### config.mk
export PLATFORM = sky130hd
export DESIGN_NAME = matrix_frame_ctrl_flat
export DESIGN_NICKNAME = d
export VERILOG_FILES = /design/src/rtl/matrix_frame_ctrl_if.sv /design/src/rtl/matrix_frame_ctrl.sv /design/src/flat_wrapper.sv
export SDC_FILE = /design/constraint.sdc
export NUM_CORES = 1
export LEC_CHECK = 0
export CAP_MARGIN = 20
export CORE_ASPECT_RATIO = 0.6
export CORE_MARGIN = 5
export CORE_UTILIZATION = 25
export CTS_CLUSTER_DIAMETER = 80
export DETAILED_ROUTE_END_ITERATION = 12
export GPL_TIMING_DRIVEN = 0
export SKIP_LAST_GASP = 1
export SYNTH_ARGS = -nofsm -noshare
export SYNTH_HDL_FRONTEND = slang
export SYNTH_SLANG_ARGS = --single-unit
### constraint.sdc
create_clock -name clk_i -period 2.2 [get_ports clk_i]
set_input_delay 0.33 -clock clk_i [delete_from_list [all_inputs] [get_ports clk_i]]
set_output_delay 0.33 -clock clk_i [all_outputs]
set_load 0.005 [all_outputs]
### src/rtl/matrix_frame_ctrl_if.sv
// ============================================================================
// matrix_frame_ctrl_if
// Requester write ports, swap control and status for the LED matrix frame
// controller. The master side is the system (engine, overlay, scanner); the
// slave side is the frame controller.
// Revision: 1.0 - initial release
// ============================================================================
`default_nettype none

interface matrix_frame_ctrl_if;
  // Requester A (game engine)
  logic       a_req;
  logic [2:0] a_col;
  logic [7:0] a_data;
  logic       a_gnt;
  // Requester B (score/text overlay)
  logic       b_req;
  logic [2:0] b_col;
  logic [7:0] b_data;
  logic       b_gnt;
  // Swap control, scanner timing and status
  logic       swap_req;
  logic       frame_tick;
  logic       blank;
  logic       swap_busy;
  logic       swap_ack;
  logic       wr_err;

  modport master (
    output a_req, a_col, a_data, b_req, b_col, b_data,
    output swap_req, frame_tick, blank,
    input  a_gnt, b_gnt, swap_busy, swap_ack, wr_err
  );

  modport slave (
    input  a_req, a_col, a_data, b_req, b_col, b_data,
    input  swap_req, frame_tick, blank,
    output a_gnt, b_gnt, swap_busy, swap_ack, wr_err
  );
endinterface

`default_nettype wire

### src/rtl/matrix_frame_ctrl.sv
// ============================================================================
// matrix_frame_ctrl
// Double-buffered 5x8 frame store for the LED matrix scanner. Two requesters
// share write access to the back buffer through a round-robin arbiter; the
// front/back swap is deferred to a scanner frame boundary so no frame tears.
// Revision: 1.0 - initial release
// ============================================================================
`default_nettype none

module matrix_frame_ctrl #(
  parameter bit CLEAR_ON_SWAP = 1'b0
) (
  input  logic                 clk_i,
  input  logic                 rst_ni,
  matrix_frame_ctrl_if.slave   bus,
  output logic [7:0]           linha0_o,
  output logic [7:0]           linha1_o,
  output logic [7:0]           linha2_o,
  output logic [7:0]           linha3_o,
  output logic [7:0]           linha4_o
);

  typedef enum logic [1:0] {
    ST_IDLE = 2'd0,
    ST_PEND = 2'd1,
    ST_SWAP = 2'd2
  } state_e;

  localparam logic [2:0] LAST_COL = 3'd4;

  state_e     state_q;
  logic       front_sel_q;
  logic       last_gnt_b_q;   // 1: B was granted most recently
  logic       swap_busy_q;
  logic       swap_ack_q;
  logic       a_gnt_q;
  logic       b_gnt_q;
  logic       wr_err_q;
  logic [7:0] buf_q   [2][5];
  logic [7:0] linha_q [5];

  logic       swap_edge;
  logic       back_sel;
  logic       a_gnt_d;
  logic       b_gnt_d;
  logic       wr_err_d;
  logic       wr_en_d;
  logic [2:0] wr_col_d;
  logic [7:0] wr_data_d;

  // Round-robin winner selection and write-port mux; no grant on a swap edge
  always_comb begin
    swap_edge = (state_q == ST_SWAP);
    back_sel  = ~front_sel_q;
    a_gnt_d   = ~swap_edge & bus.a_req & (~bus.b_req | last_gnt_b_q);
    b_gnt_d   = ~swap_edge & bus.b_req & ~a_gnt_d;
    wr_col_d  = a_gnt_d ? bus.a_col  : bus.b_col;
    wr_data_d = a_gnt_d ? bus.a_data : bus.b_data;
    wr_err_d  = (a_gnt_d | b_gnt_d) & (wr_col_d > LAST_COL);
    wr_en_d   = (a_gnt_d | b_gnt_d) & (wr_col_d <= LAST_COL);
  end

  // Swap FSM: wait for a frame boundary, then flip buffers for one cycle
  always_ff @(posedge clk_i or negedge rst_ni) begin
    if (!rst_ni) begin
      state_q     <= ST_IDLE;
      front_sel_q <= 1'b0;
      swap_busy_q <= 1'b0;
      swap_ack_q  <= 1'b0;
    end else begin
      swap_ack_q <= 1'b0;
      case (state_q)
        ST_IDLE: begin
          // A coincident frame_tick is deliberately not honoured here
          if (bus.swap_req) begin
            state_q     <= ST_PEND;
            swap_busy_q <= 1'b1;
          end
        end
        ST_PEND: begin
          if (bus.frame_tick) begin
            state_q <= ST_SWAP;
          end
        end
        ST_SWAP: begin
          front_sel_q <= ~front_sel_q;
          swap_ack_q  <= 1'b1;
          swap_busy_q <= 1'b0;
          state_q     <= ST_IDLE;
        end
        default: begin
          state_q     <= ST_IDLE;
          swap_busy_q <= 1'b0;
        end
      endcase
    end
  end

  // Grant pulses, column error flag and round-robin history
  always_ff @(posedge clk_i or negedge rst_ni) begin
    if (!rst_ni) begin
      a_gnt_q      <= 1'b0;
      b_gnt_q      <= 1'b0;
      wr_err_q     <= 1'b0;
      last_gnt_b_q <= 1'b1;
    end else begin
      a_gnt_q  <= a_gnt_d;
      b_gnt_q  <= b_gnt_d;
      wr_err_q <= wr_err_d;
      if (a_gnt_d | b_gnt_d) begin
        last_gnt_b_q <= b_gnt_d;
      end
    end
  end

  // Frame storage: back-buffer writes, optional clear of the outgoing front
  always_ff @(posedge clk_i or negedge rst_ni) begin
    if (!rst_ni) begin
      for (int b = 0; b < 2; b++) begin
        for (int c = 0; c < 5; c++) begin
          buf_q[b][c] <= 8'h00;
        end
      end
    end else if (swap_edge) begin
      // The current front becomes the back after this edge
      if (CLEAR_ON_SWAP) begin
        for (int c = 0; c < 5; c++) begin
          buf_q[front_sel_q][c] <= 8'h00;
        end
      end
    end else if (wr_en_d) begin
      buf_q[back_sel][wr_col_d] <= wr_data_d;
    end
  end

  // Registered scanner lines from the front buffer, gated by blank
  always_ff @(posedge clk_i or negedge rst_ni) begin
    if (!rst_ni) begin
      for (int c = 0; c < 5; c++) begin
        linha_q[c] <= 8'h00;
      end
    end else begin
      for (int c = 0; c < 5; c++) begin
        linha_q[c] <= bus.blank ? 8'h00 : buf_q[front_sel_q][c];
      end
    end
  end

  assign bus.a_gnt     = a_gnt_q;
  assign bus.b_gnt     = b_gnt_q;
  assign bus.wr_err    = wr_err_q;
  assign bus.swap_busy = swap_busy_q;
  assign bus.swap_ack  = swap_ack_q;

  assign linha0_o = linha_q[0];
  assign linha1_o = linha_q[1];
  assign linha2_o = linha_q[2];
  assign linha3_o = linha_q[3];
  assign linha4_o = linha_q[4];

endmodule

`default_nettype wire

### src/flat_wrapper.sv
// flat-port wrapper written by rule: the top's interface ports become plain ports
module matrix_frame_ctrl_flat 
#(
  parameter bit CLEAR_ON_SWAP = 1'b0
)
  (clk_i, rst_ni, linha0_o, linha1_o, linha2_o, linha3_o, linha4_o, bus_a_req, bus_a_col, bus_a_data, bus_b_req, bus_b_col, bus_b_data, bus_swap_req, bus_frame_tick, bus_blank, bus_a_gnt, bus_b_gnt, bus_swap_busy, bus_swap_ack, bus_wr_err);
  matrix_frame_ctrl_if bus_i ();
  input  logic clk_i;
  input  logic rst_ni;
  output logic [7:0] linha0_o;
  output logic [7:0] linha1_o;
  output logic [7:0] linha2_o;
  output logic [7:0] linha3_o;
  output logic [7:0] linha4_o;
  input wire logic [$bits(bus_i.a_req)-1:0] bus_a_req;
  input wire logic [$bits(bus_i.a_col)-1:0] bus_a_col;
  input wire logic [$bits(bus_i.a_data)-1:0] bus_a_data;
  input wire logic [$bits(bus_i.b_req)-1:0] bus_b_req;
  input wire logic [$bits(bus_i.b_col)-1:0] bus_b_col;
  input wire logic [$bits(bus_i.b_data)-1:0] bus_b_data;
  input wire logic [$bits(bus_i.swap_req)-1:0] bus_swap_req;
  input wire logic [$bits(bus_i.frame_tick)-1:0] bus_frame_tick;
  input wire logic [$bits(bus_i.blank)-1:0] bus_blank;
  output wire logic [$bits(bus_i.a_gnt)-1:0] bus_a_gnt;
  output wire logic [$bits(bus_i.b_gnt)-1:0] bus_b_gnt;
  output wire logic [$bits(bus_i.swap_busy)-1:0] bus_swap_busy;
  output wire logic [$bits(bus_i.swap_ack)-1:0] bus_swap_ack;
  output wire logic [$bits(bus_i.wr_err)-1:0] bus_wr_err;
  assign bus_i.a_req = bus_a_req;
  assign bus_i.a_col = bus_a_col;
  assign bus_i.a_data = bus_a_data;
  assign bus_i.b_req = bus_b_req;
  assign bus_i.b_col = bus_b_col;
  assign bus_i.b_data = bus_b_data;
  assign bus_i.swap_req = bus_swap_req;
  assign bus_i.frame_tick = bus_frame_tick;
  assign bus_i.blank = bus_blank;
  assign bus_a_gnt = bus_i.a_gnt;
  assign bus_b_gnt = bus_i.b_gnt;
  assign bus_swap_busy = bus_i.swap_busy;
  assign bus_swap_ack = bus_i.swap_ack;
  assign bus_wr_err = bus_i.wr_err;
  matrix_frame_ctrl #(.CLEAR_ON_SWAP(CLEAR_ON_SWAP)) u_core (.clk_i(clk_i), .rst_ni(rst_ni), .bus(bus_i), .linha0_o(linha0_o), .linha1_o(linha1_o), .linha2_o(linha2_o), .linha3_o(linha3_o), .linha4_o(linha4_o));
endmodule
==> Flow_metrics.wiki <==
{| class="wikitable"
! Metric !! Value
|-
| Routability Congestion || between 0.7 and 0.8
|-
| Critical path endpoint category || flop
|-
| Least-Margin Pin Slew || 0.7888 ns
|-
| Post-synthesis to final-layout area growth || 36.32%
|-
| Ys async rst share || 1.000
|-
| Placement Rows || 40
|-
| Simple-gate share of the synthesized area || 0.04875
|-
| Number of warning messages in the yosys log || 0
|-
| Half-perimeter wire length after placement || 8419 um
|-
| Total Power || between 9 and 10 mW
|-
| Htree depth || 4
|-
| Number of nets produced by synthesis || 387
|-
| Hold Path Class || primary input to flop
|-
| Post-synthesis instance total || 358
|-
| Peak ir drop on the vdd network || 0.6701 mV
|-
| First-pass iteration count of the detailed router || 4
|-
| Largest family of logic cells by synthesized area || multiplexers
|-
| Main synth FF type || sky130_fd_sc_hd__dfrtp_1
|-
| Shortest period the worst path allows || 2.157 ns
|-
| Horiz. Die Dim || 195.9 um
|-
| Largest area contributor in the netlist || sky130_fd_sc_hd__dfrtp_1
|-
| Number of design-rule violations left by the first detailed-router iteration || 136
|-
| Overall routing resource usage || 0.1078
|-
| Run status || complete, no violations
|-
| Latest clock arrival within the worst-skew pair || 0.41 ns
|-
| Initial antenna violation count || 0
|-
| Peak fanout along the critical path || 10
|-
| Number of port buffers || slightly above 70
|-
| Filler instances || 1,960
|-
| Share of Yosys cell area claimed by the top area cell type || 0.6178
|-
| TritonCTS clock tree || built
|-
| Seq. cell area || 3229 um^2
|-
| Drc violations || 0
|-
| Per-cell routed wire length || 16.65 um
|-
| Final setup vio count || 0
|-
| Starting density of the core || 0.2564
|-
| Post-Synthesis Cell Area || about 5200 um^2
|-
| Share of the yosys chip area belonging to registers || 0.6228
|-
| Die area || 23,810 um^2
|-
| Fraction of final layout cells sized beyond drive strength 1 || 0.3008
|-
| Number of global-route vias before repair || 3,359
|-
| Routed Antenna Nets || 0
|-
| Total Routed Length || 12,410 um
|-
| Main area contributors after synthesis || sky130_fd_sc_hd__dfrtp_1 62%, sky130_fd_sc_hd__mux2_2 19%, sky130_fd_sc_hd__mux2i_1 7.9%
|-
| Number of different library cells in the post-synthesis netlist || 28
|-
| Largest net degree at the start of global routing || 101
|-
| Minimum setup slack among reg-to-reg paths || 0.12 ns
|-
| I/O pins || 74
|-
| Post-Synth Adder-Cell Area || 0
|-
| Mean cell area of the mapped netlist || 14.48 um^2
|-
| Power per Cell Area || 1366 nW/um^2
|-
| RSZ-0062 raised after global routing || yes
|-
| Global-route congestion overflow total || 0
|-
| Worst slew margin relative to its limit || 0.4741
|-
| Final net count || 488
|-
| Seq cells post-synth || 129
|-
| Number of clock sinks || between 100 and 150
|-
| Complex-gate fraction of the synthesized area || 0.04319
|-
| Clock root buffer || sky130_fd_sc_hd__clkbuf_16
|-
| Mux contribution to synthesized area || 0.2703
|-
| Period utilisation layout || 0.9804
|-
| Fraction of synthesized cell area in xor and xnor cells || 0.001689
|-
| Max Clock Skew || 0.01026 ns
|-
| Number of max-cap violations || 0
|-
| Data arrival time of the critical path || 2.45 ns
|-
| CTS buffer count || 17
|-
| Fin. max-slew vios || 0
|-
| Required time worst endpoint || 2.50 ns
|-
| Total Negative Setup Slacks || 0 ns
|-
| CP startpoint kind || primary input
|-
| Maximum achievable frequency || 463.6 MHz
|-
| Chip height || 121.6 um
|-
| Number of flops mapped to enable cells by yosys || 0
|-
| Buffers from clock root to sink, at most || 2
|-
| Multi-input logic area || 1929 um^2
|-
| Area of the core || 20,220 um^2
|-
| Clock-pin slew on the worst setup and hold paths || approximately 0.06 ns
|-
| Category of the most critical setup path || primary input to flop
|-
| Via total after detailed routing || 3,171
|-
| Global-route wire length before repair || between 15,000 and 20,000 um
|-
| Leak pwr || around 3 nW
|-
| Drt via density || 4.256
|-
| Antenna Cells || 0
|-
| Final Hold Vio Count || 0
|}
[final cells by class]
| cell class | count | area share |
|---|---|---|
| repair buffers | 82 | 0.1266 |
| well taps | 273 | 0.04833 |
| clock inverters | 13 | 0.02284 |
| inverters | 6 | 0.003186 |
| flip-flops and latches | 129 | 0.4569 |
| multi-input cells | 211 | 0.2730 |
| plain buffers | 12 | 0.006550 |
| clock buffers | 19 | 0.06267 |
[per-stage QoR]
step / instances / hold slack, ns / area [um^2] / util / setup WS [ns]
after detailed placement: 704 / 0.2227 / 6276 / 0.3104 / -0.5994
after floorplan: 358 / 0.03441 / 5185 / - / 0.3139
after global routing: 745 / 0.3198 / 7068 / 0.3496 / -0.05980
after global placement: 703 / 0.4678 / 6247 / 0.3090 / -3.943
after CTS: 737 / 0.3013 / 6910 / 0.3418 / -0.08128
final: 745 / 0.3156 / 7068 / 0.3496 / 0.04313
[cells by family (layout without fill, tap and decap cells)]
logic type / Yosys count / after routing
AOI/OAI and AO/OA: 23 / 23
xor gates and xnor gates: 1 / 1
buffers and inverters: 18 / 132
DFF: 129 / 129
muxes: 129 / 129
and+or+nand+nor: 58 / 58
[state kept, by name, summed over array words and instances, names as in the netlist]
| name | count |
|---|---|
| u_core.bus.a_gnt | 1 |
| u_core.bus.swap_busy | 1 |
| u_core.bus.swap_ack | 1 |
| u_core.linha4_o | 8 |
| u_core.buf_q | 80 |
| u_core.bus.wr_err | 1 |
| u_core.bus.b_gnt | 1 |
| u_core.linha2_o | 8 |
| u_core.front_sel_q | 1 |
| u_core.linha1_o | 8 |
| u_core.state_q | 2 |
| u_core.linha0_o | 8 |
| u_core.linha3_o | 8 |
| u_core.last_gnt_b_q | 1 |
[layout by cell type (no fill, tap or decap), types with 2 or more instances in the layout]
cell                                n
sky130_fd_sc_hd__dfrtp_1          128
sky130_fd_sc_hd__mux2_2            88
sky130_fd_sc_hd__clkdlybuf4s50_1   71
sky130_fd_sc_hd__nor2_1            45
sky130_fd_sc_hd__mux2i_1           41
sky130_fd_sc_hd__clkbuf_16         17
sky130_fd_sc_hd__clkbuf_1          11
sky130_fd_sc_hd__a21oi_4            8
sky130_fd_sc_hd__inv_1              6
sky130_fd_sc_hd__buf_12             6
sky130_fd_sc_hd__clkinvlp_4         4
sky130_fd_sc_hd__nand2b_1           3
sky130_fd_sc_hd__a21oi_1            3
sky130_fd_sc_hd__a2111o_1           3
sky130_fd_sc_hd__clkinv_2           3
sky130_fd_sc_hd__bufinv_16          3
sky130_fd_sc_hd__nand4_1            2
sky130_fd_sc_hd__o211ai_1           2
sky130_fd_sc_hd__nor3b_1            2
sky130_fd_sc_hd__a211oi_1           2
sky130_fd_sc_hd__o21bai_2           2
sky130_fd_sc_hd__clkinv_4           2
sky130_fd_sc_hd__buf_4              2
[report_power, final]
part,total (mW),leakage (nW),internal (mW),switching [mW]
clock,2.85,0.285,1.81,1.04
sequential,3.95,1.60,3.44,0.507
combinational,2.85,1.14,1.67,1.18
[worst max-delay path, stage by stage]
cell and delay, ns:
sky130_fd_sc_hd__clkdlybuf4s50_1 0.58, sky130_fd_sc_hd__nand2b_1 0.11, sky130_fd_sc_hd__buf_2 0.20, sky130_fd_sc_hd__a2111o_1 0.53, sky130_fd_sc_hd__a21oi_4 0.20, sky130_fd_sc_hd__buf_12 0.15
sky130_fd_sc_hd__mux2_2 0.34
[cells in the mapped netlist, types with 2 or more instances]
cell type                  number
sky130_fd_sc_hd__o21bai_2       2
sky130_fd_sc_hd__a21oi_1        3
sky130_fd_sc_hd__nor2_1        45
sky130_fd_sc_hd__a21oi_2        4
sky130_fd_sc_hd__dfrtp_1      128
sky130_fd_sc_hd__nand4_1        2
sky130_fd_sc_hd__a2111o_1       3
sky130_fd_sc_hd__clkbuf_1      10
sky130_fd_sc_hd__mux2i_1       41
sky130_fd_sc_hd__nor3b_1        2
sky130_fd_sc_hd__a211oi_1       2
sky130_fd_sc_hd__inv_1          6
sky130_fd_sc_hd__a21oi_4        4
sky130_fd_sc_hd__nand2b_1       3
sky130_fd_sc_hd__mux2_2        88
sky130_fd_sc_hd__o211ai_1       2
sky130_fd_sc_hd__nand3_1        2
[final timing paths]
path | start | endpoint | depth (start not counted)
worst max-delay path | bus_b_req | u_core.buf_q[23] | 7
worst min-delay path | bus_blank | u_core.linha0_o[3] | 2
worst max register to register | u_core.last_gnt_b_q | u_core.buf_q[24] | 5
worst min register to register | u_core.state_q[1] | u_core.bus.swap_busy | 1
max in group asynchronous | rst_ni | u_core.last_gnt_b_q | 3
min in group asynchronous | rst_ni | u_core.linha4_o[2] | 2
[repair_timing]
item	4_1_cts	5_1_grt
pin swaps	0	0
setup endpoints to repair	80	80
endpoints found under the hold margin	29	0
gates resized for setup	3	3
buffers inserted	0	8
hold buffers	1	0
[layer usage]
layer,wire length [um],vias up,GRT usage,share of wire
met3,618,9,0.03842,0.050
li1,-,1467,-,-
met4,92,0,0.03051,0.0074
met1,6077,1627,0.1498,0.49
met5,0,-,0,0
met2,5618,68,0.1595,0.45
Power figures use the tool's default switching activity.
